<file path="config.mk">
export PLATFORM = sky130hd
export DESIGN_NAME = armleo_wrr_arbiter
export DESIGN_NICKNAME = d
export VERILOG_FILES = /design/src/rtl/armleo_wrr_arbiter.sv
export SDC_FILE = /design/constraint.sdc
export NUM_CORES = 1
export LEC_CHECK = 0
export CORE_ASPECT_RATIO = 0.7
export CORE_MARGIN = 4
export CORE_UTILIZATION = 45
export CTS_CLUSTER_SIZE = 24
export DETAILED_ROUTE_END_ITERATION = 10
export PLACE_DENSITY = 0.79
export RECOVER_POWER = 25
export SLEW_MARGIN = 20
export SYNTH_ARGS = -nofsm -noshare
export SYNTH_HDL_FRONTEND = slang
export SYNTH_SLANG_ARGS = --single-unit
</file>
<file path="constraint.sdc">
create_clock -name clk -period 3.9 [get_ports clk]
set_clock_uncertainty 0.05 [all_clocks]
set_input_delay 0.39 -clock clk [delete_from_list [all_inputs] [get_ports clk]]
set_output_delay 0.39 -clock clk [all_outputs]
set_load 0.01 [all_outputs]
</file>
<file path="src/rtl/armleo_wrr_arbiter.sv">
// Weighted round-robin arbiter: each requestor may win up to its weight in
// consecutive packets, and the grant is held on the owner for a whole multi-beat packet.
//
// state  | meaning
// IDLE   | grant follows the rotating-priority scan of request
// LOCKED | grant held on owner until its last beat is accepted
module armleo_wrr_arbiter #(
    parameter int WIDTH    = 4,
    parameter int WEIGHT_W = 4,
    localparam int IDX_W   = (WIDTH > 1) ? $clog2(WIDTH) : 1
) (
    input  logic                      clk,
    input  logic                      rst_n,
    input  logic [WIDTH-1:0]          request,
    input  logic [WIDTH*WEIGHT_W-1:0] weight,
    input  logic                      ready,
    input  logic                      last,
    output logic [WIDTH-1:0]          grant,
    output logic [IDX_W-1:0]          grant_idx,
    output logic                      grant_valid
);

    typedef enum logic {IDLE, LOCKED} state_t;

    state_t              state, state_nxt;
    logic [IDX_W-1:0]    ptr, ptr_nxt;
    logic [WEIGHT_W-1:0] cnt, cnt_nxt;
    logic [IDX_W-1:0]    owner, owner_nxt;

    logic [IDX_W-1:0]    g;
    logic                found;
    logic [IDX_W:0]      idx_wide;
    logic [IDX_W-1:0]    c;
    logic [WEIGHT_W:0]   w_eff;
    logic [WEIGHT_W:0]   base;
    logic [WEIGHT_W:0]   base_inc;

    // Scan from the farthest offset down so the nearest requesting index wins.
    always_comb begin
        g        = '0;
        found    = 1'b0;
        idx_wide = '0;
        for (int k = WIDTH - 1; k >= 0; k--) begin
            idx_wide = {1'b0, ptr} + (IDX_W + 1)'(k);
            if (idx_wide >= (IDX_W + 1)'(WIDTH))
                idx_wide = idx_wide - (IDX_W + 1)'(WIDTH);
            if (request[idx_wide[IDX_W-1:0]]) begin
                g     = idx_wide[IDX_W-1:0];
                found = 1'b1;
            end
        end
    end

    always_comb begin
        grant       = '0;
        grant_idx   = '0;
        grant_valid = 1'b0;
        if (rst_n) begin
            if (state == LOCKED) begin
                grant_idx   = owner;
                grant_valid = 1'b1;
            end else if (found) begin
                grant_idx   = g;
                grant_valid = 1'b1;
            end
        end
        if (grant_valid)
            grant[grant_idx] = 1'b1;
    end

    always_comb begin
        state_nxt = state;
        ptr_nxt   = ptr;
        cnt_nxt   = cnt;
        owner_nxt = owner;

        c     = (state == LOCKED) ? owner : g;
        w_eff = {1'b0, weight[c*WEIGHT_W +: WEIGHT_W]};
        if (w_eff == '0)
            w_eff = (WEIGHT_W + 1)'(1);
        // The quota count only carries over when the current pointer owner wins again.
        base     = (c == ptr) ? {1'b0, cnt} : '0;
        base_inc = base + (WEIGHT_W + 1)'(1);

        if (grant_valid && ready) begin
            if (!last) begin
                if (state == IDLE) begin
                    state_nxt = LOCKED;
                    owner_nxt = g;
                end
            end else begin
                state_nxt = IDLE;
                if (base_inc < w_eff) begin
                    ptr_nxt = c;
                    cnt_nxt = base_inc[WEIGHT_W-1:0];
                end else begin
                    ptr_nxt = (c == IDX_W'(WIDTH - 1)) ? '0 : c + IDX_W'(1);
                    cnt_nxt = '0;
                end
            end
        end
    end

    always_ff @(posedge clk) begin
        if (!rst_n) begin
            state <= IDLE;
            ptr   <= '0;
            cnt   <= '0;
            owner <= '0;
        end else begin
            state <= state_nxt;
            ptr   <= ptr_nxt;
            cnt   <= cnt_nxt;
            owner <= owner_nxt;
        end
    end

endmodule

</file>
==> results of run 1 <==
## cell type report
class	count	area [sq um]
multi-input cells	112	797
fillers	167	517
repair buffers	43	394
flip-flops and latches	9	180
well taps	30	37.5
clock buffers	3	22.5
inverters	4	15.0
clock inverters	1	5.00
## cells by family after synthesis
family          Yosys count  share of synthesized area, %
fa+ha+maj                 5                          6.32
buf+inv                  10                          4.17
simple gates             55                          28.7
xor+xnor                  2                          1.77
mux                      10                          10.6
flops                     9                          18.2
compound gates           40                          30.2
## state kept, by name, indices dropped and copies added (netlist names)
| name | flops |
|---|---|
| ptr | 2 |
| owner | 2 |
| state | 1 |
| cnt | 4 |
## power by group
part | switching, mW | total, mW | internal [mW] | leakage, nW
sequential | 0.00695 | 0.102 | 0.0951 | 0.0731
combinational | 0.0739 | 0.159 | 0.0855 | 0.490
clock | 0.0362 | 0.0741 | 0.0379 | 0.0177
total | 0.117 | 0.336 | 0.218 | 0.580
## worst max path at each step
stage                             start             endpoint  slack, ns  cells past startpoint
floorplan           ptr[1]$_SDFFE_PN0P_  ptr[0]$_SDFFE_PN0P_       0.43                     15
global placement             request[1]  ptr[0]$_SDFFE_PN0P_       0.04                     16
detailed placement           request[1]  ptr[0]$_SDFFE_PN0P_      -0.22                     16
CTS                          request[1]  ptr[0]$_SDFFE_PN0P_       0.07                     16
global route                 request[2]  cnt[3]$_SDFFE_PN0P_     -0.002                     16
finish                       request[2]  ptr[0]$_SDFFE_PN0P_       0.14                     16
## through the flow
step	cells	util, %	hold slack, ns	setup TNS, ns	setup WS [ns]
after floorplan	131	-	0.403	0	0.427
after global placement	198	71.1	0.432	0	0.0360
after detailed placement	198	71.1	0.445	-0.883	-0.217
after CTS	202	72.5	0.455	0	0.0674
after global routing	202	73.7	0.511	-0.00223	-0.00223
final	202	73.7	0.453	0	0.138
## worst min-delay path, cell delays in order (launching register included)
cell and delay (ns):
dfxtp_1 0.33, nand2_1 0.06, a21boi_0 0.07
## routing by layer
layer	share of wire [%]	vias up	GRT usage [%]
met1	46	519	26.8
met2	45	52	38.0
met3	6.9	6	4.07
met5	0	-	0
li1	-	578	-
met4	1.7	0	10.7
## cell usage after synthesis
| master | number | area [sq um] |
|---|---|---|
| o211ai_1 | 1 | 7.51 |
| a21bo_2 | 1 | 10.0 |
| a21oi_4 | 1 | 16.3 |
| a221oi_2 | 1 | 15.0 |
| a31o_1 | 1 | 8.76 |
| nor2b_1 | 2 | 12.5 |
| a211oi_1 | 2 | 15.0 |
| nor4_1 | 1 | 6.26 |
| nand2b_1 | 3 | 18.8 |
| nand3_1 | 3 | 15.0 |
| and3_1 | 2 | 12.5 |
| mux2_2 | 4 | 45.0 |
| a21o_1 | 1 | 7.51 |
| buf_1 | 1 | 3.75 |
| clkbuf_1 | 2 | 7.51 |
| ha_1 | 5 | 62.6 |
| mux2i_1 | 6 | 60.1 |
| a21boi_0 | 7 | 52.6 |
| dfxtp_1 | 9 | 180 |
| inv_1 | 4 | 15.0 |
| o41ai_1 | 1 | 8.76 |
| nor2_1 | 14 | 52.6 |
| o311ai_0 | 1 | 8.76 |
| a32oi_1 | 1 | 8.76 |
| o21a_1 | 1 | 7.51 |
| nand4_1 | 2 | 12.5 |
| o221a_1 | 1 | 11.3 |
| nor3b_1 | 3 | 22.5 |
| nor3_1 | 8 | 40.0 |
| nor4b_1 | 1 | 8.76 |
| and3b_1 | 1 | 8.76 |
| xor2_1 | 2 | 17.5 |
| a31o_4 | 1 | 17.5 |
| or3_4 | 1 | 11.3 |
| o2111ai_1 | 1 | 8.76 |
| o21ai_0 | 4 | 20.0 |
| o22ai_1 | 1 | 6.26 |
| nand2_1 | 10 | 37.5 |
| buf_2 | 3 | 15.0 |
| or2_2 | 2 | 12.5 |
| o31ai_1 | 1 | 7.51 |
| a21oi_1 | 11 | 55.1 |
| a31oi_1 | 1 | 6.26 |
| and2_1 | 2 | 12.5 |
## layout by cell type (no fill, tap or decap), drive strengths merged, types with 3 or more instances in the layout
master,count
clkdlybuf4s50,28
nand2,10
nor2,14
buf,12
mux2,4
ha,5
dfxtp,9
nand2b,3
a21boi,7
nor3b,3
nand3,3
nor3,8
a21oi,12
mux2i,6
clkbuf,4
o21ai,4
inv,4
## timing repair
action,CTS,global route
gates resized for setup,0,9
endpoints found under the hold margin,0,0
setup endpoints to repair,0,6
==> impl_metrics.env, run 1 <==
export IMPL_outcome="finished, final reports clean"
export IMPL_final_net_count=202
export IMPL_antennaDiodeCount=0
export IMPL_total_power_uw=336
export IMPL_yosysWarnings=0
export IMPL_vdd_ir_drop_max_mv=0.186
export IMPL_floorplan_rows=13
export IMPL_clock_sinks=9
export IMPL_syn_num_nets=160
export IMPL_grt_overflow_total=0
export IMPL_hold_path_class="flip-flop to flip-flop"
export IMPL_postSynthAreaPerCell_sq_um=7.55
export IMPL_clk_pin_slew_worst_paths_ns=0.07
export IMPL_max_slew_margin_rel_pct=71.1
export IMPL_stdcell_area_sq_um=1450
export IMPL_min_delay_path_depth=2
export IMPL_final_period_minus_worst_setup_slack_ns=3.76
export IMPL_place_congestion=0.828
export IMPL_cts_hold_buf=0
export IMPL_post_cts_buffers=0
export IMPL_r2r_setup_slack_ns=0.31
export IMPL_p_leak_nw=0.580
export IMPL_die_height_microns=47.2
export IMPL_antenna_found_initial=0
export IMPL_floorplan_initialDensity_pct=50.3
export IMPL_worstSkewPairLatency_ns=0.27
export IMPL_cp_start_kind="primary input"
export IMPL_r2r_start="ptr[1]$_SDFFE_PN0P_"
export IMPL_max_freq_mhz=266
export IMPL_hpwl_mm=2.42
export IMPL_drt_drc_violations_left=0
export IMPL_die_width_microns=64.1
export IMPL_report_final_slew_viol_count=0
export IMPL_slowest_delay_ns=0.52
export IMPL_grt_pass1_vias=1135
export IMPL_pwr_density_cell_nw_per_um2=231
export IMPL_critPathTopFamily="compound AO/OA/AOI/OAI gates"
export IMPL_wl_per_cell_microns=15.0
export IMPL_cts_root_buf="clkbuf_4"
export IMPL_timing_rr_end="ptr[0]$_SDFFE_PN0P_"
export IMPL_cts_buffers=3
export IMPL_cts_max_level=1
export IMPL_grt_use_total_pct=21.8
export IMPL_floorplan_die_area_sq_um=3030
export IMPL_top_level_ports=31
export IMPL_hold_viol_final=0
export IMPL_critical_path_arrival_ns=3.87
export IMPL_cts_max_path_buffers=2
export IMPL_timing_critical_path_mode_cell="ha_1"
export IMPL_postRouteAntennaNets=0
export IMPL_worstSetupPathType="primary input to flip-flop"
export IMPL_core_area_sq_um=1970
export IMPL_hold_path_endpoint="cnt[1]$_SDFFE_PN0P_"
export IMPL_netlist_area_sq_um=990
export IMPL_placed_area_sq_um=1400
export IMPL_maxCapViolations=0
export IMPL_worst_case_reg_to_reg_path_depth=15
export IMPL_min_delay_start="cnt[1]$_SDFFE_PN0P_"
export IMPL_synth_distinct_cells=44
export IMPL_drtPass1Iterations=4
export IMPL_cts_tree="built"
export IMPL_seq_area_frac_synth_pct=18.2
export IMPL_final_period_utilization_pct=96.5
export IMPL_max_slew_worst_pin_slew_ns=0.434
export IMPL_vias=1155
export IMPL_detail_route_vias_per_cell=5.72
export IMPL_dr_first_iter_drc_count=40
export IMPL_cp_num_buf_inv=2
export IMPL_critical_path_peak_fanout=8
export IMPL_grt_start_max_net_pins=13
export IMPL_port_buffers=30
export IMPL_areaGrowthSynthToFinish_pct=46.6
export IMPL_wl_mm=3.03
export IMPL_critPathRequiredTime_ns=4.01
export IMPL_ys_ff_latch=9
export IMPL_syn_instance_count=131
export IMPL_crit_path_cell_trace="clkdlybuf4s50_1 -> and3b_1 -> a211oi_2 -> o21a_1 -> o22ai_2 -> nor2_2 -> and2_1 -> ha_1 -> a21boi_1 -> or2_2 -> ha_1 -> a21o_1 -> a221oi_2 -> buf_4 -> a211oi_1 -> o221a_1"
export IMPL_worstSetupEndpointType="flip-flop"
export IMPL_worst_path_max_delay_cell="clkdlybuf4s50_1"
export IMPL_finalSetupViolCount=0
export IMPL_final_layout_size_suffix_gt1_share_pct=19.2
export IMPL_grt_first_pass_wirelength_mm=5.06
Power figures use the tool's default switching activity.
==> run 2, diff against run 1 <==
--- a/config.mk
+++ b/config.mk
@@ -5,12 +5,15 @@
 export SDC_FILE = /design/constraint.sdc
 export NUM_CORES = 1
 export LEC_CHECK = 0
+export CELL_PAD_IN_SITES_DETAIL_PLACEMENT = 0
+export CELL_PAD_IN_SITES_GLOBAL_PLACEMENT = 1
 export CORE_ASPECT_RATIO = 0.7
 export CORE_MARGIN = 4
-export CORE_UTILIZATION = 45
+export CORE_UTILIZATION = 33
 export CTS_CLUSTER_SIZE = 24
 export DETAILED_ROUTE_END_ITERATION = 10
-export PLACE_DENSITY = 0.79
+export GPL_TIMING_DRIVEN = 0
+export PLACE_DENSITY = 0.81
 export RECOVER_POWER = 25
 export SLEW_MARGIN = 20
 export SYNTH_ARGS = -nofsm -noshare
==> run 2 against run 1 <==
First-iteration DRC count rose by 30%. Flip-flop and latch count did not move. Setup slack improved by 0.12 ns. Register-to-register slack got worse by 0.05 ns. Cell count fell by 0.50%. Die area rose by 31%. Largest power group unchanged. Highest routed layer unchanged.
==> impl_metrics.env, run 2 (same netlist as run 1, synthesis figures left out) <==
export IMPL_grt_overflow_total=0
export IMPL_wl_per_cell_microns=14.5
export IMPL_port_buffers=29
export IMPL_grt_start_max_net_pins=11
export IMPL_registers_top_by_ff_count="cnt"
export IMPL_max_slew_worst_pin_slew_ns=0.701
export IMPL_floorplan_initialDensity_pct=35.1
export IMPL_drt_drc_violations_left=0
export IMPL_grt_pass1_vias=1124
export IMPL_cp_start_kind="flip-flop"
export IMPL_highest_signal_layer="met4"
export IMPL_met2WireLength_mm=1.19
export IMPL_antennaDiodeCount=0
export IMPL_worstSkewPairLatency_ns=0.23
export IMPL_grt_use_total_pct=16.3
export IMPL_wl_met1_mm=1.44
export IMPL_worst_path_max_delay_cell="ha_1"
export IMPL_cp_num_buf_inv=2
export IMPL_dr_first_iter_drc_count=52
export IMPL_final_core_utilization_pct=50.8
export IMPL_worstSetupEndpointType="flip-flop"
export IMPL_cts_tree="built"
export IMPL_critical_path_peak_fanout=10
export IMPL_critPathRequiredTime_ns=3.97
export IMPL_timing_critical_path_mode_cell="ha_1"
export IMPL_worst_slack_ns=0.260
export IMPL_slowest_delay_ns=0.31
export IMPL_cts_max_level=1
export IMPL_core_area_sq_um=2820
export IMPL_die_width_microns=73.5
export IMPL_max_slew_margin_rel_pct=52.6
export IMPL_vdd_ir_drop_max_mv=0.170
export IMPL_detail_route_vias_per_cell=5.46
export IMPL_clk_pin_slew_worst_paths_ns=0.04
export IMPL_placed_area_sq_um=1330
export IMPL_final_common_cell="clkdlybuf4s50_1"
export IMPL_clock_sinks=9
export IMPL_floorplan_die_area_sq_um=3950
export IMPL_final_period_utilization_pct=93.3
export IMPL_place_congestion=0.865
export IMPL_cts_max_path_buffers=2
export IMPL_drtPass1Iterations=4
export IMPL_wl_mm=2.91
export IMPL_hold_path_class="flip-flop to flip-flop"
export IMPL_vias=1097
export IMPL_postRouteAntennaNets=0
export IMPL_critPathTopFamily="compound AO/OA/AOI/OAI gates"
export IMPL_hold_viol_final=0
export IMPL_final_period_minus_worst_setup_slack_ns=3.64
export IMPL_crit_path_cell_trace="buf_2 -> nand2b_1 -> a21oi_1 -> o311ai_1 -> nand2_1 -> nor2_4 -> and2_1 -> ha_1 -> nor4b_2 -> or2_2 -> ha_1 -> a21o_1 -> a221oi_4 -> buf_4 -> a211oi_1 -> o221a_1"
export IMPL_report_final_slew_viol_count=0
export IMPL_critical_path_arrival_ns=3.71
export IMPL_grt_first_pass_wirelength_mm=5.10
export IMPL_stdcell_area_sq_um=1440
export IMPL_final_layout_size_suffix_gt1_share_pct=15.8
export IMPL_antenna_found_initial=0
export IMPL_mostFrequentLayoutCells="clkdlybuf4s50_1, nor2_1, a21oi_1"
export IMPL_cts_root_buf="clkbuf_8"
export IMPL_die_height_microns=53.8
export IMPL_pwr_density_cell_nw_per_um2=248
export IMPL_largest_reg_flops=4
export IMPL_hpwl_mm=2.24
export IMPL_finalSetupViolCount=0
export IMPL_areaGrowthSynthToFinish_pct=45.0
export IMPL_maxCapViolations=0
export IMPL_largest_registers="cnt: 4 flops, owner: 2 flops, ptr: 2 flops"
export IMPL_p_leak_nw=0.575
export IMPL_worstSetupPathType="flip-flop to flip-flop"
export IMPL_route_met3_wl_microns=246
export IMPL_cts_buffers=3
export IMPL_final_net_count=195
export IMPL_cts_hold_buf=0
export IMPL_pre_cts_slack_ns=-0.539
export IMPL_floorplan_rows=16
export IMPL_top_level_ports=31
export IMPL_grt_setup_unrepaired="false"
export IMPL_max_freq_mhz=275
export IMPL_outcome="finished, final reports clean"
## run 2: changes by cell type in the layout (fill, tap and decap cells not counted), moves of 2 or more
cell	change
buf_4	-10
clkbuf_4	-3
dlymetal6s2s_1	+3
clkdlybuf4s50_1	-4
clkbuf_1	+4
buf_2	+2
clkbuf_8	+3
## run 2: path summary, 6_finish.rpt
kind	cells past startpoint	slack [ns]	startpoint	to
min	2	0.43	cnt[1]$_SDFFE_PN0P_	cnt[1]$_SDFFE_PN0P_
min reg2reg	2	0.43	cnt[1]$_SDFFE_PN0P_	cnt[1]$_SDFFE_PN0P_
max reg2reg	16	0.26	ptr[1]$_SDFFE_PN0P_	ptr[0]$_SDFFE_PN0P_
max	16	0.26	ptr[1]$_SDFFE_PN0P_	ptr[0]$_SDFFE_PN0P_
## run 2: cell type report
| cell class | count | area (sq um) |
|---|---|---|
| plain buffers | 5 | 21.3 |
| clock buffers | 4 | 45.0 |
| fillers | 272 | 1390 |
| inverters | 4 | 15.0 |
| multi-input cells | 112 | 822 |
| flip-flops and latches | 9 | 180 |
| well taps | 36 | 45.0 |
| repair buffers | 31 | 307 |
## run 2: metrics by stage
stage / power (mW) / hold slack, ns / cells / setup TNS (ns)
3_5_place_dp: 0.242 / 0.431 / 196 / -2.75
5_1_grt: 0.383 / 0.479 / 201 / 0
6_report: 0.357 / 0.432 / 201 / 0
4_1_cts: 0.359 / 0.437 / 201 / 0
2_1_floorplan: 0.185 / 0.403 / 131 / 0
3_3_place_gp: 0.240 / 0.418 / 196 / -2.57
## run 2: power by group
part | switching (mW) | internal (mW) | total [mW]
Clock | 0.0358 | 0.0711 | 0.107
Combinational | 0.0768 | 0.0737 | 0.150
Sequential | 0.00360 | 0.0956 | 0.0992
Total | 0.116 | 0.240 | 0.357
## run 2: metal layers
layer | track usage [%] | vias to the layer above
li1 | - | 557
met1 | 22.3 | 496
met2 | 24.7 | 37
met3 | 3.73 | 7
met4 | 6.33 | 0
met5 | 0 | -
## run 2: worst register-to-register path, cell delays in order, from the launching register on
cell and delay [ns]:
dfxtp_1 0.30, buf_2 0.22, nand2b_1 0.16, a21oi_1 0.09, o311ai_1 0.30, nand2_1 0.19
nor2_4 0.24, and2_1 0.16, ha_1 0.19, nor4b_2 0.07, or2_2 0.28, ha_1 0.32
a21o_1 0.21, a221oi_4 0.25, buf_4 0.19, a211oi_1 0.08, o221a_1 0.22
## run 2: what timing repair did
item | 4_1_cts | 5_1_grt
gates resized for setup | 4 | 12
endpoints found under the setup margin | 6 | 6
setup buffers | 1 | 1
pin swaps | 1 | 1
